$ cat config.mk
export PLATFORM = sky130hd
export DESIGN_NAME = return_address_stack
export DESIGN_NICKNAME = d
export VERILOG_FILES = /design/src/rtl/ras_pkg.sv /design/src/rtl/ras_storage.sv /design/src/rtl/return_address_stack.sv
export SDC_FILE = /design/constraint.sdc
export NUM_CORES = 1
export LEC_CHECK = 0
export CORE_UTILIZATION = 54
export DETAILED_ROUTE_END_ITERATION = 16
export PLACE_DENSITY_LB_ADDON = 0.1
export SLEW_MARGIN = 20
export SYNTH_ARGS = -nofsm -noshare
export SYNTH_HDL_FRONTEND = slang
export SYNTH_SLANG_ARGS = --single-unit
$ cat constraint.sdc
create_clock -name Clk -period 2.3 [get_ports Clk]
set_input_delay 0.23 -clock Clk [delete_from_list [all_inputs] [get_ports Clk]]
set_output_delay 0.23 -clock Clk [all_outputs]
set_load 0.1 [all_outputs]
$ cat src/rtl/ras_pkg.sv
// Shared sizing constants for the return-address stack.
package ras_pkg;
  localparam int RAS_DEPTH      = 8;
  localparam int RAS_DATA_WIDTH = 32;
  localparam int RAS_PTR_WIDTH  = $clog2(RAS_DEPTH);
endpackage

$ cat src/rtl/ras_storage.sv
// Return-address register file: one synchronous write port, one asynchronous read port.
module ras_storage
  import ras_pkg::*;
#(
  parameter int DEPTH      = RAS_DEPTH,
  parameter int DATA_WIDTH = RAS_DATA_WIDTH,
  parameter int PTR_WIDTH  = $clog2(DEPTH)
) (
  input  logic                  clk_i,
  input  logic                  rst_i,
  input  logic                  we_i,
  input  logic [PTR_WIDTH-1:0]  waddr_i,
  input  logic [DATA_WIDTH-1:0] wdata_i,
  input  logic [PTR_WIDTH-1:0]  raddr_i,
  output logic [DATA_WIDTH-1:0] rdata_o
);

  logic [DEPTH-1:0][DATA_WIDTH-1:0] mem_q;

  always_ff @(posedge clk_i) begin
    if (rst_i)     mem_q          <= '0;
    else if (we_i) mem_q[waddr_i] <= wdata_i;
  end

  assign rdata_o = mem_q[raddr_i];

endmodule

$ cat src/rtl/return_address_stack.sv
// Circular LIFO of link addresses for IF: jal/jalr push PC+4, jr $ra pops the predicted target.
module return_address_stack
  import ras_pkg::*;
#(
  parameter int DEPTH      = RAS_DEPTH,
  parameter int DATA_WIDTH = RAS_DATA_WIDTH,
  parameter int PTR_WIDTH  = $clog2(DEPTH)
) (
  input  logic                  Clk,
  input  logic                  Reset,
  input  logic                  stall,
  input  logic                  flush,
  input  logic                  push_en,
  input  logic [DATA_WIDTH-1:0] push_addr,
  input  logic                  pop_en,
  output logic [DATA_WIDTH-1:0] top_addr,
  output logic                  empty,
  output logic                  full,
  output logic [PTR_WIDTH:0]    count,
  output logic                  overflow,
  output logic                  underflow
);

  localparam logic [PTR_WIDTH:0]   FULL_CNT = (PTR_WIDTH+1)'(DEPTH);
  localparam logic [PTR_WIDTH-1:0] TOS_RST  = PTR_WIDTH'(DEPTH-1);

  logic [PTR_WIDTH-1:0]  tos_q, tos_d, tos_inc, waddr;
  logic [PTR_WIDTH:0]    count_q, count_d;
  logic                  ovf_q, ovf_d, unf_q, unf_d, we;
  logic [DATA_WIDTH-1:0] rd_data;
  logic                  is_empty, is_full;

  assign is_empty = (count_q == '0);
  assign is_full  = (count_q == FULL_CNT);
  assign tos_inc  = tos_q + PTR_WIDTH'(1);

  always_comb begin
    tos_d   = tos_q;
    count_d = count_q;
    ovf_d   = ovf_q;
    unf_d   = 1'b0;
    we      = 1'b0;
    waddr   = tos_inc;
    if (flush) begin
      count_d = '0;
      ovf_d   = 1'b0;
    end else if (!stall) begin
      if (push_en && pop_en && !is_empty) begin
        // call+return in one fetch: replace the top in place
        we    = 1'b1;
        waddr = tos_q;
      end else if (push_en) begin
        // a push while full silently overwrites the oldest slot via pointer wrap
        we    = 1'b1;
        tos_d = tos_inc;
        if (is_full) ovf_d   = 1'b1;
        else         count_d = count_q + (PTR_WIDTH+1)'(1);
      end else if (pop_en) begin
        if (is_empty) begin
          unf_d = 1'b1;
        end else begin
          tos_d   = tos_q - PTR_WIDTH'(1);
          count_d = count_q - (PTR_WIDTH+1)'(1);
        end
      end
    end
  end

  always_ff @(posedge Clk) begin
    if (Reset) begin
      tos_q   <= TOS_RST;
      count_q <= '0;
      ovf_q   <= 1'b0;
      unf_q   <= 1'b0;
    end else begin
      tos_q   <= tos_d;
      count_q <= count_d;
      ovf_q   <= ovf_d;
      unf_q   <= unf_d;
    end
  end

  ras_storage #(
    .DEPTH      (DEPTH),
    .DATA_WIDTH (DATA_WIDTH),
    .PTR_WIDTH  (PTR_WIDTH)
  ) u_storage (
    .clk_i   (Clk),
    .rst_i   (Reset),
    .we_i    (we),
    .waddr_i (waddr),
    .wdata_i (push_addr),
    .raddr_i (tos_q),
    .rdata_o (rd_data)
  );

  assign top_addr  = is_empty ? '0 : rd_data;
  assign empty     = is_empty;
  assign full      = is_full;
  assign count     = count_q;
  assign overflow  = ovf_q;
  assign underflow = unf_q;

endmodule
==> flow_metrics.tcl, run 1 <==
set metrics [dict create \
    crit_arrival_ns 2.33 \
    synth.distinct_cells 53 \
    setup_violations 32 \
    wl_met2_mm 15.95 \
    num_rows 55 \
    pwr-share-seq 0.465 \
    rsz0062_at_grt "true" \
    met1Wirelength_mm 14.42 \
    synth_area_leaders "dfxtp_1 (43%), mux2i_1 (13%), mux4_2 (12%)" \
    die_area_mm2 0.02356 \
    ys_warn_count 0 \
    synth_fp_nets 1306 \
    worst_setup_path_end_kind "output port" \
    synthToLayoutAreaGrowth_pct 30.22 \
    synth-edff-count 0 \
    dr_total_vias 9544 \
    synthXorXnorAreaFrac 0.005653 \
    final_hold_viol_count 0 \
    ys_ff_latch 265 \
    ff2ff_path_depth 9 \
    leakagePower_uw 0.006308 \
    drt-pass1-iter-count 5 \
    syn-cell-area_mm2 0.01239 \
    grt_antenna_before_repair 0 \
    max_stage_delay_ns 0.52 \
    synth_top_area_share 0.4280 \
    worstPathMaxFanout 10 \
    slowest_stage "mux4_2" \
    place_congestion 0.7649 \
    synth.mux.area_fraction 0.2518 \
    p_sw_uw 2480 \
    peakVddDrop_mv 0.5237 \
    wirelength_mm 32.65 \
    design_area_mm2 0.01614 \
    nNetsFinal 1410 \
    hold_class "primary input to flop" \
    drt-initial-drc-count 526 \
    min_path_cells 2 \
    grt_pass1_vias 9336 \
    fin_util 0.7151 \
    synth_area_leader_cell "dfxtp_1" \
    cp.required_ns 2.07 \
    synth_top_family_by_area "multiplexers" \
    crit_family "multiplexers" \
    tightest_slew_ns 0.5619 \
    start_util 0.5491 \
    routed_via_density 5.708 \
    maxCapViolations 0 \
    clkSinkCount 265 \
    clock_skew_ns 0.01459 \
    pwr-share-clk 0.418 \
    power_density_mw_per_mm2 624.2 \
    max_freq_mhz 389.9 \
    netlist_top_cells_count "dfxtp_1 (265), nand2_1 (261), mux2i_1 (164), nand2b_1 (162), a21oi_1 (129)" \
    critPathBufInv 4 \
    wl_per_cell_um 19.53 \
    maxUsedRoutingLayer "met4" \
    fp.dieH_um 153.5 \
    cp_num_cells 7 \
    slew_violations 0 \
    core_mm2 0.02257 \
    portBuffers 77 \
    seq_area_frac_synth 0.4280 \
    yosysMostFrequentCell "dfxtp_1" \
    setup_ws_ns -0.2649 \
    grt_usage 0.2658 \
    async_reset_ff_frac 0 \
    power_frac_comb 0.117 \
    clkTransAtPathRegs_ns 0.06 \
    insertion_delay_ns 0.54 \
    critPathLaunchType "flop" \
    finalCritPeriodShare 1.115 \
    ctsHtreeMaxLevel 1 \
    clock-root-buffer "clkbuf_16" \
    intPower_uw 7595 \
    synthAdderAreaFrac 0.005653 \
    synth-compound-area-share 0.06703 \
    crit_chain "buf_16 > buf_8 > mux4_2 > mux2i_2 > buf_4 > nor2_4 > buf_12" \
    syn_inst 1263 \
    dp_hpwl_mm 18.75 \
    ant_nets 0 \
    worstSetupPathType "flop to output port" \
    grt_overflow_total 0 \
    avgSynthCellArea_um2 9.813 \
    maxSlewHeadroom 0.6254 \
    cts_tree "built" \
    swShare 0.2461 \
    grt_pass1_wl_mm 50.00 \
    power_uw 10070 \
    dpl_cell_area_mm2 0.01450 \
    n_antenna_cell 0 \
    synthFlopType "dfxtp_1" \
    drive_gt1_frac 0.2502 \
    cts_made_buffers 27 \
    grt_start_max_net_pins 81 \
    period_needed_ns 2.565 \
    fp.dieW_um 153.5 \
    remaining_drc_errors 0 \
    clock_path_buffers 3 \
    violations "negative setup slack" \
    wl_met3_mm 1.661 \
    status "complete, but fails checks" \
    num_io_pins 78 \
    synth-simple-area-share 0.1958 \
]
-- what timing repair did --
item                       4_1_cts  5_1_grt
gates resized for setup         31       46
buffers inserted                13        7
pin swaps                        0       12
hold buffers                     0        0
setup endpoints to repair       32      218
gates cloned                     2        9
-- final timing paths --
check / to / startpoint / slack [ns]
setup / recovery: top_addr[30] / tos_q[0] / -0.26
hold / removal: u_storage.mem_q[192] / Reset / 0.16
setup reg to reg: u_storage.mem_q[229] / tos_q[0] / 0.04
hold reg to reg: u_storage.mem_q[250] / u_storage.mem_q[250] / 0.45
-- sequential cells by signal, summed over array words and instances, names as in the netlist --
name             count
overflow             1
count                4
tos_q                3
u_storage.mem_q    256
underflow            1
-- per-layer routing --
layer,track usage,vias up
li1,-,4541
met1,0.3618,4693
met2,0.4561,265
met4,0.05857,0
met3,0.02903,45
met5,0,-
-- power by group through the flow --
stage          clock network, uW  logic [uW]  registers [uW]
6_report                    4210        1180            4680
5_1_grt                     4450        1250            4690
3_3_place_gp                   0        1030            4780
4_1_cts                     4250        1120            4680
3_5_place_dp                   0        1040            4780
2_1_floorplan                  0         655            4800
-- final cells by class --
| class | instances | area, um2 |
|---|---|---|
| clock buffers | 43 | 775.7 |
| clock inverters | 6 | 58.81 |
| fillers | 1672 | 6431 |
| inverters | 5 | 18.77 |
| multi-input cells | 890 | 7109 |
| flip-flops and latches | 265 | 5329 |
| well taps | 285 | 356.6 |
| repair buffers | 178 | 2492 |
-- through the flow --
step / std cells / worst slack [ns] / TNS, ns / hold slack, ns
2_1_floorplan: 1263 / -0.1473 / -2.170 / 0.3660
3_3_place_gp: 1593 / 0.06130 / 0 / 0.4384
3_5_place_dp: 1593 / -0.006305 / -0.006305 / 0.4449
4_1_cts: 1657 / -0.2723 / -6.387 / 0.1607
5_1_grt: 1672 / -0.3315 / -8.457 / 0.1837
6_report: 1672 / -0.2649 / -5.676 / 0.1645
-- layout by cell type, fill, tap and decap left out, types with 32 or more instances in the layout --
master           Yosys  layout
clkdlybuf4s50_1      0      36
buf_4               16      55
dfxtp_1            265     258
nand2_1            261     260
buf_12               0      63
clkbuf_16            0      36
nor2_4               0      32
mux2i_1            164     147
a21oi_1            129     117
nand2b_1           162     162
mux4_2              64      64
-- logic make-up (layout without fill, tap and decap cells) --
logic type,Yosys count,after routing
AND/OR/NAND/NOR,497,497
flip-flops,265,265
multiplexers,230,230
AO/OA/AOI/OAI,150,150
buffers and inverters,108,232
XOR/XNOR,8,8
adder cells (fa/ha/maj),5,5
No activity file was read; power rests on OpenSTA's default activity.
==> run 2, diff against run 1 <==
REMOVE_ABC_BUFFERS = 1   (was not set)
==> flow_metrics.tcl, run 2 (synthesis gave the netlist of run 1 again) <==
set metrics [dict create \
    status "complete, but fails checks" \
    violations "negative setup slack" \
    hold_class "primary input to flop" \
    drt-pass1-iter-count 4 \
    clock_path_buffers 3 \
    drive_gt1_frac 0.2182 \
    fp.dieW_um 153.5 \
    min_path_cells 2 \
    largest_register_ffs 256 \
    slew_violations 0 \
    power_uw 10770 \
    clock-root-buffer "clkbuf_16" \
    peakVddDrop_mv 0.5046 \
    critPathLaunchType "flop" \
    ff2ff_path_depth 10 \
    clkTransAtPathRegs_ns 0.06 \
    cts_made_buffers 28 \
    dp_hpwl_mm 18.55 \
    insertion_delay_ns 0.54 \
    rsz0062_at_grt "true" \
    power_frac_comb 0.109 \
    swShare 0.2377 \
    grt_antenna_before_repair 0 \
    final_hold_viol_count 0 \
    worstPathMaxFanout 7 \
    max_stage_delay_ns 0.52 \
    clkSinkCount 265 \
    num_rows 55 \
    tightest_slew_ns 0.5127 \
    dr_total_vias 9586 \
    final_common_cell "dfxtp_1" \
    cp_num_cells 7 \
    power_density_mw_per_mm2 670.3 \
    clock_skew_ns 0.01643 \
    max_freq_mhz 399.1 \
    grt_overflow_total 0 \
    die_area_mm2 0.02356 \
    cp.required_ns 2.07 \
    mostFrequentLayoutCells "dfxtp_1 (262), nand2_1 (260), nand2b_1 (162), mux2i_1 (159), a21oi_1 (125)" \
    routed_via_density 5.713 \
    slowest_stage "mux4_2" \
    ctsHtreeMaxLevel 1 \
    cts_tree "built" \
    postCtsHoldBufs 0 \
    crit_chain "buf_12 > buf_4 > buf_16 > mux4_2 > mux2i_1 > nor2_1 > buf_12" \
    worst_setup_path_end_kind "output port" \
    p_sw_uw 2559 \
    portBuffers 77 \
    setup_ws_ns -0.2056 \
    finalCritPeriodShare 1.089 \
    core_mm2 0.02257 \
    crit_family "multiplexers" \
    drt-initial-drc-count 487 \
    ff2ff_setup_slack_ns -0.13 \
    intPower_uw 8209 \
    place_congestion 0.8243 \
    grt_pass1_vias 9571 \
    grt_start_max_net_pins 71 \
    maxCapViolations 0 \
    critPathBufInv 4 \
    worstSetupPathType "flop to output port" \
    n_antenna_cell 0 \
    grt_pass1_wl_mm 52.03 \
    regMostFlops "u_storage.mem_q" \
    wl_per_cell_um 20.14 \
    ant_nets 0 \
    pwr-share-clk 0.455 \
    path_common_cell "buf_12" \
    crit_arrival_ns 2.28 \
    grt_usage 0.2794 \
    period_needed_ns 2.506 \
    start_util 0.5491 \
    pwr-share-seq 0.436 \
    synthToLayoutAreaGrowth_pct 29.62 \
    tns_ns -7.910 \
    remaining_drc_errors 0 \
    num_io_pins 78 \
    leakagePower_uw 0.006551 \
    nNetsFinal 1414 \
    fp.dieH_um 153.5 \
    setup_violations 65 \
    maxSlewHeadroom 0.6570 \
    wirelength_mm 33.80 \
]
-- run 2: cell count changes in the layout (fill, tap and decap cells not counted), sizes merged --
cell,before,now
clkinvlp,0,1
bufinv,1,4
clkinv,4,6
buf,133,134
clkbuf,52,47
inv,6,5
bufbuf,0,5
-- run 2: worst paths after layout --
path,startpoint,end
max,tos_q[0],top_addr[10]
min,Reset,u_storage.mem_q[231]
min reg2reg,u_storage.mem_q[68],u_storage.mem_q[68]
max reg2reg,tos_q[0],u_storage.mem_q[247]
-- run 2: stage by stage --
| step | hold slack [ns] | util | instances | area (um2) | setup slack (ns) |
|---|---|---|---|---|---|
| after global placement | 0.4387 | 0.6306 | 1592 | 14230 | 0.1031 |
| after detailed placement | 0.4440 | 0.6306 | 1592 | 14230 | 0.02649 |
| after CTS | 0.07301 | 0.6965 | 1663 | 15720 | -0.2226 |
| after global routing | 0.08550 | 0.7118 | 1678 | 16070 | -0.2713 |
| final | 0.09464 | 0.7118 | 1678 | 16070 | -0.2056 |
| after floorplan | 0.2991 | - | 1160 | 11840 | -6.484 |
-- run 2: what timing repair did --
action	4_1_cts	5_1_grt
pin swaps	3	9
cloned	9	7
setup endpoints to repair	49	171
setup buffers	10	8
gates resized for setup	25	30
-- run 2: metal layers --
layer | global-route usage | wire, um | vias up
li1 | - | - | 4543
met5 | 0 | 0 | -
met2 | 0.4855 | 16960 | 250
met1 | 0.3672 | 14450 | 4731
met3 | 0.03354 | 1593 | 62
met4 | 0.07762 | 788 | 0
-- run 2: cell type report --
class                      instances  area (um2)
clock buffer                      41       852.1
clock inverter                    11       157.7
fill                            1664        6506
inverter                           5       18.77
multi-input combinational        890        6716
sequential                       265        5314
tap                              285       356.6
timing repair buffer             181        2650
-- run 2: power by group through the flow --
stage | clock, uW | combinational, uW | sequential [uW]
final | 4900 | 1170 | 4690
after global routing | 5150 | 1240 | 4700
after CTS | 4950 | 1110 | 4690
after detailed placement | 0 | 991 | 4790
after global placement | 0 | 985 | 4790
after floorplan | 0 | 449 | 4870
